===== config.mk =====
export PLATFORM = sky130hd
export DESIGN_NAME = fifo_uart_tx_flat
export DESIGN_NICKNAME = d
export VERILOG_FILES = /design/src/rtl/fifo_uart_tx_if.sv /design/src/rtl/fifo_uart_tx.sv /design/src/flat_wrapper.sv
export SDC_FILE = /design/constraint.sdc
export NUM_CORES = 1
export LEC_CHECK = 0
export CAP_MARGIN = 10
export CORE_ASPECT_RATIO = 0.7
export CORE_UTILIZATION = 48
export DETAILED_ROUTE_END_ITERATION = 7
export GPL_ROUTABILITY_DRIVEN = 0
export PLACE_DENSITY_LB_ADDON = 0.2
export SLEW_MARGIN = 5
export SYNTH_ARGS = -nofsm -noshare
export SYNTH_HDL_FRONTEND = slang
export SYNTH_SLANG_ARGS = --single-unit

===== constraint.sdc =====
create_clock -name clock -period 1.55 [get_ports clock]
set_input_delay 0.31 -clock clock [delete_from_list [all_inputs] [get_ports clock]]
set_output_delay 0.31 -clock clock [all_outputs]
set_load 0.05 [all_outputs]

===== src/rtl/fifo_uart_tx_if.sv =====
// Purpose: groups the FIFO read side and the UART line signals of fifo_uart_tx.
// master = the transmitter (consumes FIFO flags/data, drives strobe/line/busy);
// slave  = the FIFO/board side (drives enable/flags/data, observes the rest).
interface fifo_uart_tx_if #(
    parameter int DATA_WIDTH = 8
);
    logic                  tx_enable;     // 1 = new frames may start
    logic                  fifo_empty;    // FIFO empty flag
    logic [DATA_WIDTH-1:0] fifo_data;     // FIFO show-ahead word
    logic                  fifo_read_en;  // one-cycle read strobe, FIFO pops on its rising edge
    logic                  tx;            // UART line, idle high
    logic                  busy;          // frame in progress

    modport master (
        input  tx_enable,
        input  fifo_empty,
        input  fifo_data,
        output fifo_read_en,
        output tx,
        output busy
    );

    modport slave (
        output tx_enable,
        output fifo_empty,
        output fifo_data,
        input  fifo_read_en,
        input  tx,
        input  busy
    );
endinterface


===== src/rtl/fifo_uart_tx.sv =====
// Purpose: drains a show-ahead byte FIFO into asynchronous UART frames (start, LSB-first data, [parity], stop).
// Latency: byte seen (tx_enable=1, fifo_empty=0) at edge N -> tx=0, busy=1, fifo_read_en=1 right after edge N.
// Backpressure: holds off while fifo_empty=1 or tx_enable=0; a started frame always runs to completion.
//
// Ports: clock (rising edge), reset (synchronous, active low), bus (fifo_uart_tx_if.master:
//   tx_enable, fifo_empty, fifo_data in; fifo_read_en, tx, busy out).
// Optional macro FIFO_UART_TX_PARITY_EN: adds an even-parity bit between data and stop.
// Bit period DIV = CLK_FREQ / BAUD clock cycles (truncated); DIV must be at least 4.
module fifo_uart_tx #(
    parameter int CLK_FREQ   = 27000000,
    parameter int BAUD       = 115200,
    parameter int DATA_WIDTH = 8
) (
    input  logic           clock,
    input  logic           reset,
    fifo_uart_tx_if.master bus
);
    localparam int DIV   = CLK_FREQ / BAUD;
    localparam int CNT_W = $clog2(DIV);
    localparam int BIT_W = (DATA_WIDTH > 1) ? $clog2(DATA_WIDTH) : 1;

    localparam logic [CNT_W-1:0] BAUD_LAST = CNT_W'(DIV - 1);
    localparam logic [BIT_W-1:0] BIT_LAST  = BIT_W'(DATA_WIDTH - 1);

`ifdef FIFO_UART_TX_PARITY_EN
    typedef enum logic [2:0] {IDLE, START, DATA, PARITY, STOP} state_t;
`else
    typedef enum logic [1:0] {IDLE, START, DATA, STOP} state_t;
`endif

    state_t                state_q, state_d;
    logic [CNT_W-1:0]      baud_q, baud_d;
    logic [BIT_W-1:0]      bit_q, bit_d;
    logic [DATA_WIDTH-1:0] shift_q, shift_d;
    logic                  read_en_q, read_en_d;
    logic                  tx_q, tx_d;
    logic                  busy_q, busy_d;
    logic                  baud_end;
`ifdef FIFO_UART_TX_PARITY_EN
    logic                  parity_q, parity_d;
`endif

    // Next-state and next-output logic. Outputs are computed from the next
    // state so the line, strobe and busy come straight from flops.
    always_comb begin
        state_d   = state_q;
        baud_d    = baud_q;
        bit_d     = bit_q;
        shift_d   = shift_q;
        read_en_d = 1'b0;
        tx_d      = 1'b1;
        busy_d    = 1'b0;
        baud_end  = (baud_q == BAUD_LAST);
`ifdef FIFO_UART_TX_PARITY_EN
        parity_d  = parity_q;
`endif

        // Bit-period counter runs in every framing state and wraps on the
        // bit boundary; it therefore always sits at 0 while idle.
        if (state_q != IDLE) begin
            baud_d = baud_end ? '0 : baud_q + 1'b1;
        end

        case (state_q)
            IDLE: begin
                if (bus.tx_enable && !bus.fifo_empty) begin
                    state_d   = START;
                    shift_d   = bus.fifo_data;
                    read_en_d = 1'b1;
                    bit_d     = '0;
                    baud_d    = '0;
`ifdef FIFO_UART_TX_PARITY_EN
                    parity_d  = ^bus.fifo_data;
`endif
                end
            end
            START: begin
                if (baud_end) begin
                    state_d = DATA;
                    bit_d   = '0;
                end
            end
            DATA: begin
                if (baud_end) begin
                    shift_d = shift_q >> 1;
                    if (bit_q == BIT_LAST) begin
`ifdef FIFO_UART_TX_PARITY_EN
                        state_d = PARITY;
`else
                        state_d = STOP;
`endif
                    end else begin
                        bit_d = bit_q + 1'b1;
                    end
                end
            end
`ifdef FIFO_UART_TX_PARITY_EN
            PARITY: begin
                if (baud_end) begin
                    state_d = STOP;
                end
            end
`endif
            STOP: begin
                if (baud_end) begin
                    state_d = IDLE;
                end
            end
            default: begin
                state_d = IDLE;
            end
        endcase

        case (state_d)
            START:   tx_d = 1'b0;
            DATA:    tx_d = shift_d[0];
`ifdef FIFO_UART_TX_PARITY_EN
            PARITY:  tx_d = parity_d;
`endif
            default: tx_d = 1'b1;
        endcase

        busy_d = (state_d != IDLE);
    end

    always_ff @(posedge clock) begin
        if (!reset) begin
            state_q   <= IDLE;
            baud_q    <= '0;
            bit_q     <= '0;
            shift_q   <= '0;
            read_en_q <= 1'b0;
            tx_q      <= 1'b1;
            busy_q    <= 1'b0;
`ifdef FIFO_UART_TX_PARITY_EN
            parity_q  <= 1'b0;
`endif
        end else begin
            state_q   <= state_d;
            baud_q    <= baud_d;
            bit_q     <= bit_d;
            shift_q   <= shift_d;
            read_en_q <= read_en_d;
            tx_q      <= tx_d;
            busy_q    <= busy_d;
`ifdef FIFO_UART_TX_PARITY_EN
            parity_q  <= parity_d;
`endif
        end
    end

    assign bus.fifo_read_en = read_en_q;
    assign bus.tx           = tx_q;
    assign bus.busy         = busy_q;
endmodule


===== src/flat_wrapper.sv =====
// flat-port wrapper written by rule: the top's interface ports become plain ports
module fifo_uart_tx_flat 
#(
    parameter int CLK_FREQ   = 27000000,
    parameter int BAUD       = 115200,
    parameter int DATA_WIDTH = 8
)
  (clock, reset, bus_tx_enable, bus_fifo_empty, bus_fifo_data, bus_fifo_read_en, bus_tx, bus_busy);
  fifo_uart_tx_if #(.DATA_WIDTH(DATA_WIDTH)) bus_i ();
  input  logic clock;
  input  logic reset;
  input wire logic [$bits(bus_i.tx_enable)-1:0] bus_tx_enable;
  input wire logic [$bits(bus_i.fifo_empty)-1:0] bus_fifo_empty;
  input wire logic [$bits(bus_i.fifo_data)-1:0] bus_fifo_data;
  output wire logic [$bits(bus_i.fifo_read_en)-1:0] bus_fifo_read_en;
  output wire logic [$bits(bus_i.tx)-1:0] bus_tx;
  output wire logic [$bits(bus_i.busy)-1:0] bus_busy;
  assign bus_i.tx_enable = bus_tx_enable;
  assign bus_i.fifo_empty = bus_fifo_empty;
  assign bus_i.fifo_data = bus_fifo_data;
  assign bus_fifo_read_en = bus_i.fifo_read_en;
  assign bus_tx = bus_i.tx;
  assign bus_busy = bus_i.busy;
  fifo_uart_tx #(.CLK_FREQ(CLK_FREQ), .BAUD(BAUD), .DATA_WIDTH(DATA_WIDTH)) u_core (.clock(clock), .reset(reset), .bus(bus_i));
endmodule

== Word-level counts from Yosys, hierarchy flattened ==
Cells that the tools add are included.

* Multiplexer cells: 20
* Eq/ne operators: 11
* Add/sub/neg operators: 2
* Reductions and logical operators: 10

{| class="wikitable"
|+ Operators by type and width
! cell !! number
|-
| 2-to-1 mux 8 bit || 6
|-
| one-hot mux 8 bit (2 select lines) || 1
|-
| 2-to-1 mux 3 bit || 4
|-
| 2-to-1 mux 2 bit || 5
|-
| one-hot mux 3 bit (3 select lines) || 1
|-
| adder 8 x 1 -> 8 bit, second input constant || 1
|-
| == test 8 bit, second input constant || 1
|-
| one-hot mux 2 bit (4 select lines) || 1
|-
| == test 2 bit, second input constant || 3
|-
| != test 2 x 1 -> 1 bit, second input constant || 3
|-
| nonzero test 2 bit || 3
|-
| AND reduction 5 bit || 1
|-
| == test 2 x 1 -> 1 bit, second input constant || 2
|-
| adder 3 x 1 -> 3 bit, second input constant || 1
|-
| == test 3 bit, second input constant || 1
|-
| AND reduction 3 bit || 1
|-
| nonzero test 3 bit || 1
|-
| zero test 2 bit || 1
|-
| != test 2 bit, second input constant || 1
|-
| one-hot mux 1 bit (2 select lines) || 1
|-
| AND reduction 2 bit || 1
|-
| logical AND 1 bit || 1
|-
| zero test 1 bit || 1
|-
| 2-to-1 mux 1 bit || 1
|}

* Word-level logic and storage cells: 51
* Bits in registers: 24
* Input port bits: 12

== Longest topological paths before layout ==
* Depth after elaboration: 6
* Gate-level depth with buffers: 6
* Gate-level depth less buffers: 6

== Least setup slack after synthesis ==
No wires, ideal clock.

* Path type: reg2reg
* Start: register u_core.baud_q[3]
* End: register u_core.tx_q, in the netlist u_core.bus.tx
* Stages on the path, launching flop included: 5
* Setup slack: -0.035 ns
* Data arrival time: 1.507 ns
* Cell sequence: dfxtp_1 -> or3b_4 -> nor3_4 -> mux2_4 -> o221ai_2

* Longest elaborated chain between the ends: 5

{| class="wikitable"
|+ RTL lines
! what !! line !! text
|-
| from (decl) || fifo_uart_tx.sv:32 || <nowiki>logic [CNT_W-1:0] baud_q, baud_d;</nowiki>
|-
| from (signal assigned) || fifo_uart_tx.sv:140 || <nowiki>baud_q <= baud_d;</nowiki>
|-
| == test 8 bit (*) || fifo_uart_tx.sv:53 || <nowiki>baud_end = (baud_q == BAUD_LAST);</nowiki>
|-
| 2-to-1 mux 2 bit (on tied branches) || fifo_uart_tx.sv:105, fifo_uart_tx.sv:78, fifo_uart_tx.sv:84 ||
|-
| one-hot mux 2 bit (4 select lines) || fifo_uart_tx.sv:64 || <nowiki>case (state_q)</nowiki>
|-
| == test 2 bit or == test 2 x 1 -> 1 bit (tied branches) || fifo_uart_tx.sv:114 || <nowiki>case (state_d)</nowiki>
|-
| one-hot mux 1 bit (2 select lines) (*) || fifo_uart_tx.sv:114 ||
|-
| to (signal assigned) || fifo_uart_tx.sv:144 || <nowiki>tx_q <= tx_d;</nowiki>
|-
| to (decl) || fifo_uart_tx.sv:36 || <nowiki>logic tx_q, tx_d;</nowiki>
|}

Every way passes the cells marked *; elsewhere a longest branch is shown, timed or not. The select of a mux whose other input is x is not followed.
A chain may end at the register's enable or synchronous reset.

== Final worst setup path ==
* Start: register u_core.bit_q[1]
* End: register u_core.bit_q[1]

* Longest elaborated chain between the ends: 4

{| class="wikitable"
|+ RTL lines
! what !! line !! text
|-
| from (decl) || fifo_uart_tx.sv:33 || <nowiki>logic [BIT_W-1:0] bit_q, bit_d;</nowiki>
|-
| from (signal assigned) || fifo_uart_tx.sv:141 || <nowiki>bit_q <= bit_d;</nowiki>
|-
| adder 3 x 1 -> 3 bit || fifo_uart_tx.sv:93 || <nowiki>bit_d = bit_q + 1'b1;</nowiki>
|-
| 2-to-1 mux 3 bit || fifo_uart_tx.sv:86 || <nowiki>if (bit_q == BIT_LAST) begin</nowiki>
|-
| 2-to-1 mux 3 bit || fifo_uart_tx.sv:84 || <nowiki>if (baud_end) begin</nowiki>
|-
| one-hot mux 3 bit (3 select lines) || fifo_uart_tx.sv:64 ||
|}

Several ways; a longest one is shown, not always the timed one. The select of a mux whose other input is x is not followed.

==> results.json <==
{
  "reg2reg_from": "u_core.bit_q[1]",
  "required_ns": 1.81,
  "timing.final.crit_share_pct": 105,
  "yosys-top-cells-area": "dfxtp_1 (40%), a21oi_1 (5.8%), ha_1 (4.1%)",
  "leakage_uw": 0.000688,
  "wire_per_inst_um": 14.5,
  "critPathBufInv": 0,
  "use_met3_pct": 7.16,
  "globalRouteMet2Util_pct": 39.4,
  "synth-edff-count": 0,
  "clkTransAtPathRegs_ns": 0.13,
  "h-tree-depth": 1,
  "rsz0062_at_grt": "yes",
  "period_needed_ns": 1.63,
  "crit_fanout": 5,
  "synth-simple-area-share_pct": 26.9,
  "fin_nets": 189,
  "yosys_warnings": 0,
  "synth_top_cells_by_count": "dfxtp_1 (24), a21oi_1 (14), nand2_1 (13), nor2_1 (9), a22oi_1 (6)",
  "slew_violations": 0,
  "cts_sinks": 24,
  "io_buffers": 14,
  "start_util_pct": 53.4,
  "overflow": 0,
  "finalSetupViolations": 4,
  "synth_xor_area_share_pct": 1.45,
  "cts_tree": "done",
  "root_buffer": "clkbuf_4",
  "critPathLaunchType": "flop",
  "finalSetupTns_ns": -0.174,
  "numCtsBuffers": 3,
  "cp_slowest_cell": "or4_4",
  "violations": "setup timing",
  "synth_most_common_cell": "dfxtp_1",
  "via_count": 1149,
  "ant_nets": 0,
  "path_cells": "ha_4 -> ha_4 -> nor3b_2 -> o211ai_2 -> or4_4 -> a21oi_2",
  "synth_fa_ha_area_share_pct": 4.15,
  "dp_cells": 196,
  "grtUsageTotal_pct": 24.4,
  "clk_latency_ns": 0.32,
  "hold_path_class": "reg -> reg",
  "grt_pass1_wl_um": 4830,
  "met1_usage_pct": 33.1,
  "ys.flop_type": "dfxtp_1",
  "yosysSeqAreaShare_pct": 39.8,
  "syn_area_um2": 1210,
  "rr_endpoint": "u_core.bit_q[1]",
  "syn_avg_cell_area_um2": 9.28,
  "layout-drive-gt1-share_pct": 39.0,
  "async_flop_share_pct": 0,
  "rows": 14,
  "whs_endpoint": "u_core.shift_q[4]",
  "die_w_um": 61.9,
  "fp.dieArea_um2": 2720,
  "cellPowerDensity_nw_per_um2": 691,
  "dp_hpwl_um": 2180,
  "finalHoldViolations": 0,
  "die_h_um": 43.9,
  "critical-path-top-delay-family": "simple AND/OR/NAND/NOR gates",
  "clock_path_buffers": 2,
  "synth_top_cell_area_share_pct": 39.8,
  "synth_mux_area_share_pct": 2.90,
  "viasPerCell": 5.63,
  "synth_top_area_cell": "dfxtp_1",
  "ir_drop_v": 0.000490,
  "synthCells": 130,
  "drc": 0,
  "holdCritStartpoint": "u_core.shift_q[4]",
  "finalWorstSetupSlack_ns": -0.0772,
  "pre_cts_slack_ns": -0.228,
  "n_antenna_cell": 0,
  "area_delta_synth_final_pct": 41.0,
  "critical_path_depth": 6,
  "cap_violations": 0,
  "grt-busiest-layer": "met2",
  "syn_nets": 146,
  "arrival_ns": 1.89,
  "drt_iter0_markers": 38,
  "fin_skew_ns": 0.00343,
  "fmax_ghz": 0.615,
  "grt_pass1_vias": 1113,
  "ios": 15,
  "synth_top_family_by_area": "simple AND/OR/NAND/NOR gates",
  "ys_ff_latch": 24,
  "slew-limit-headroom_pct": 76.3,
  "tightest_slew_ns": 0.353,
  "grt_max_degree": 14,
  "core_um2": 2260,
  "first_pass_iters": 4,
  "synth_compound_area_share_pct": 21.4,
  "cpMostUsedCell": "ha_4",
  "reg2reg_slack_ns": -0.08,
  "worstRegToRegCells": 6,
  "ctsHoldBuffers": 0,
  "final_cell_count_no_fill": 204,
  "yosysUniqueCellTypes": 39,
  "critical_path_class": "reg -> reg",
  "slowest_delay_ns": 0.45,
  "outcome": "finished with violations",
  "routed_wirelength_um": 2950,
  "cp-end-kind": "flop",
  "antenna_found_initial": 0,
  "worstHoldPathCells": 2
}
==> metal layers <==
metal  share of wire [%]  routed length (um)
met1                  50                1470
met5                   0                   0
met2                  47                1370
met3                 3.4                  99
met4                0.34                  10
==> registers in the layout, indices dropped and copies added, names as in the netlist <==
| name | cells |
|---|---|
| u_core.bit_q | 3 |
| u_core.bus.tx | 1 |
| u_core.state_q | 2 |
| u_core.bus.fifo_read_en | 1 |
| u_core.shift_q | 8 |
| u_core.bus.busy | 1 |
| u_core.baud_q | 8 |
==> stage by stage <==
step	total power, uW	utilization, %	hold WS (ns)	area (um2)
3_5_place_dp	837	68.1	0.447	1540
4_1_cts	1170	72.3	0.466	1630
2_1_floorplan	751	-	0.376	1210
3_3_place_gp	830	68.1	0.442	1540
6_report	1180	75.2	0.466	1700
5_1_grt	1230	75.2	0.490	1700
==> power by group <==
group | switching [uW] | internal, uW
clock network | 195 | 144
logic | 93.9 | 94.0
registers | 14.6 | 635
total | 303 | 873
==> cell families (layout without fill, tap and decap cells) <==
group / after synthesis / count (layout)
and+or+nand+nor: 54 / 54
xor gates and xnor gates: 2 / 2
adders and majority gates: 4 / 4
AOI/OAI and AO/OA: 35 / 35
muxes: 3 / 3
buffers and inverters: 8 / 50
DFF: 24 / 24
==> cells in the final DEF, fill, tap and decap left out, drive strengths merged, types with 2 or more instances in the layout <==
cell	n
buf	30
dfxtp	24
a21oi	14
nand2	13
clkdlybuf4s50	11
nor2	9
a22oi	6
nor3	6
nand3	5
inv	4
ha	4
clkbuf	4
nor2b	3
o211a	3
a31oi	3
and3	3
or4	3
o211ai	3
mux2i	2
nor3b	2
xnor2	2
and2	2
o221a	2
==> how the worst max path moves through the flow <==
stage / slack [ns] / end / from
finish: -0.08 / u_core.bit_q[1] / u_core.bit_q[1]
global route: -0.15 / u_core.bit_q[1] / u_core.bit_q[0]
CTS: -0.06 / u_core.bit_q[1] / u_core.bit_q[1]
detailed placement: -0.23 / u_core.bus.tx / bus_fifo_empty
global placement: -0.16 / u_core.bus.tx / bus_fifo_empty
floorplan: -0.01 / u_core.bus.tx / u_core.baud_q[3]
==> worst register-to-register path, delay by kind of cell (launching register included) <==
family                   cells  cell delay [ns]
adder cells (fa/ha/maj)      2             0.31
AO/OA/AOI/OAI                2             0.27
flip-flops                   1             0.36
AND/OR/NAND/NOR              2             0.62
==> timing repair <==
item / in CTS / in global routing
setup endpoints to repair: 13 / 17
buffers inserted: 3 / 1
resized for setup: 9 / 16
endpoints found under the hold margin: 0 / 0
pin swaps: 6 / 5
==> final cells by class <==
type                       count  area, um2
sequential                    24        493
tap                           32       40.0
clock buffer                   4       36.3
multi-input combinational     98        769
inverter                       5       18.8
timing repair buffer          41        343
fill                         167        559
No activity file was read; power rests on OpenSTA's default activity.
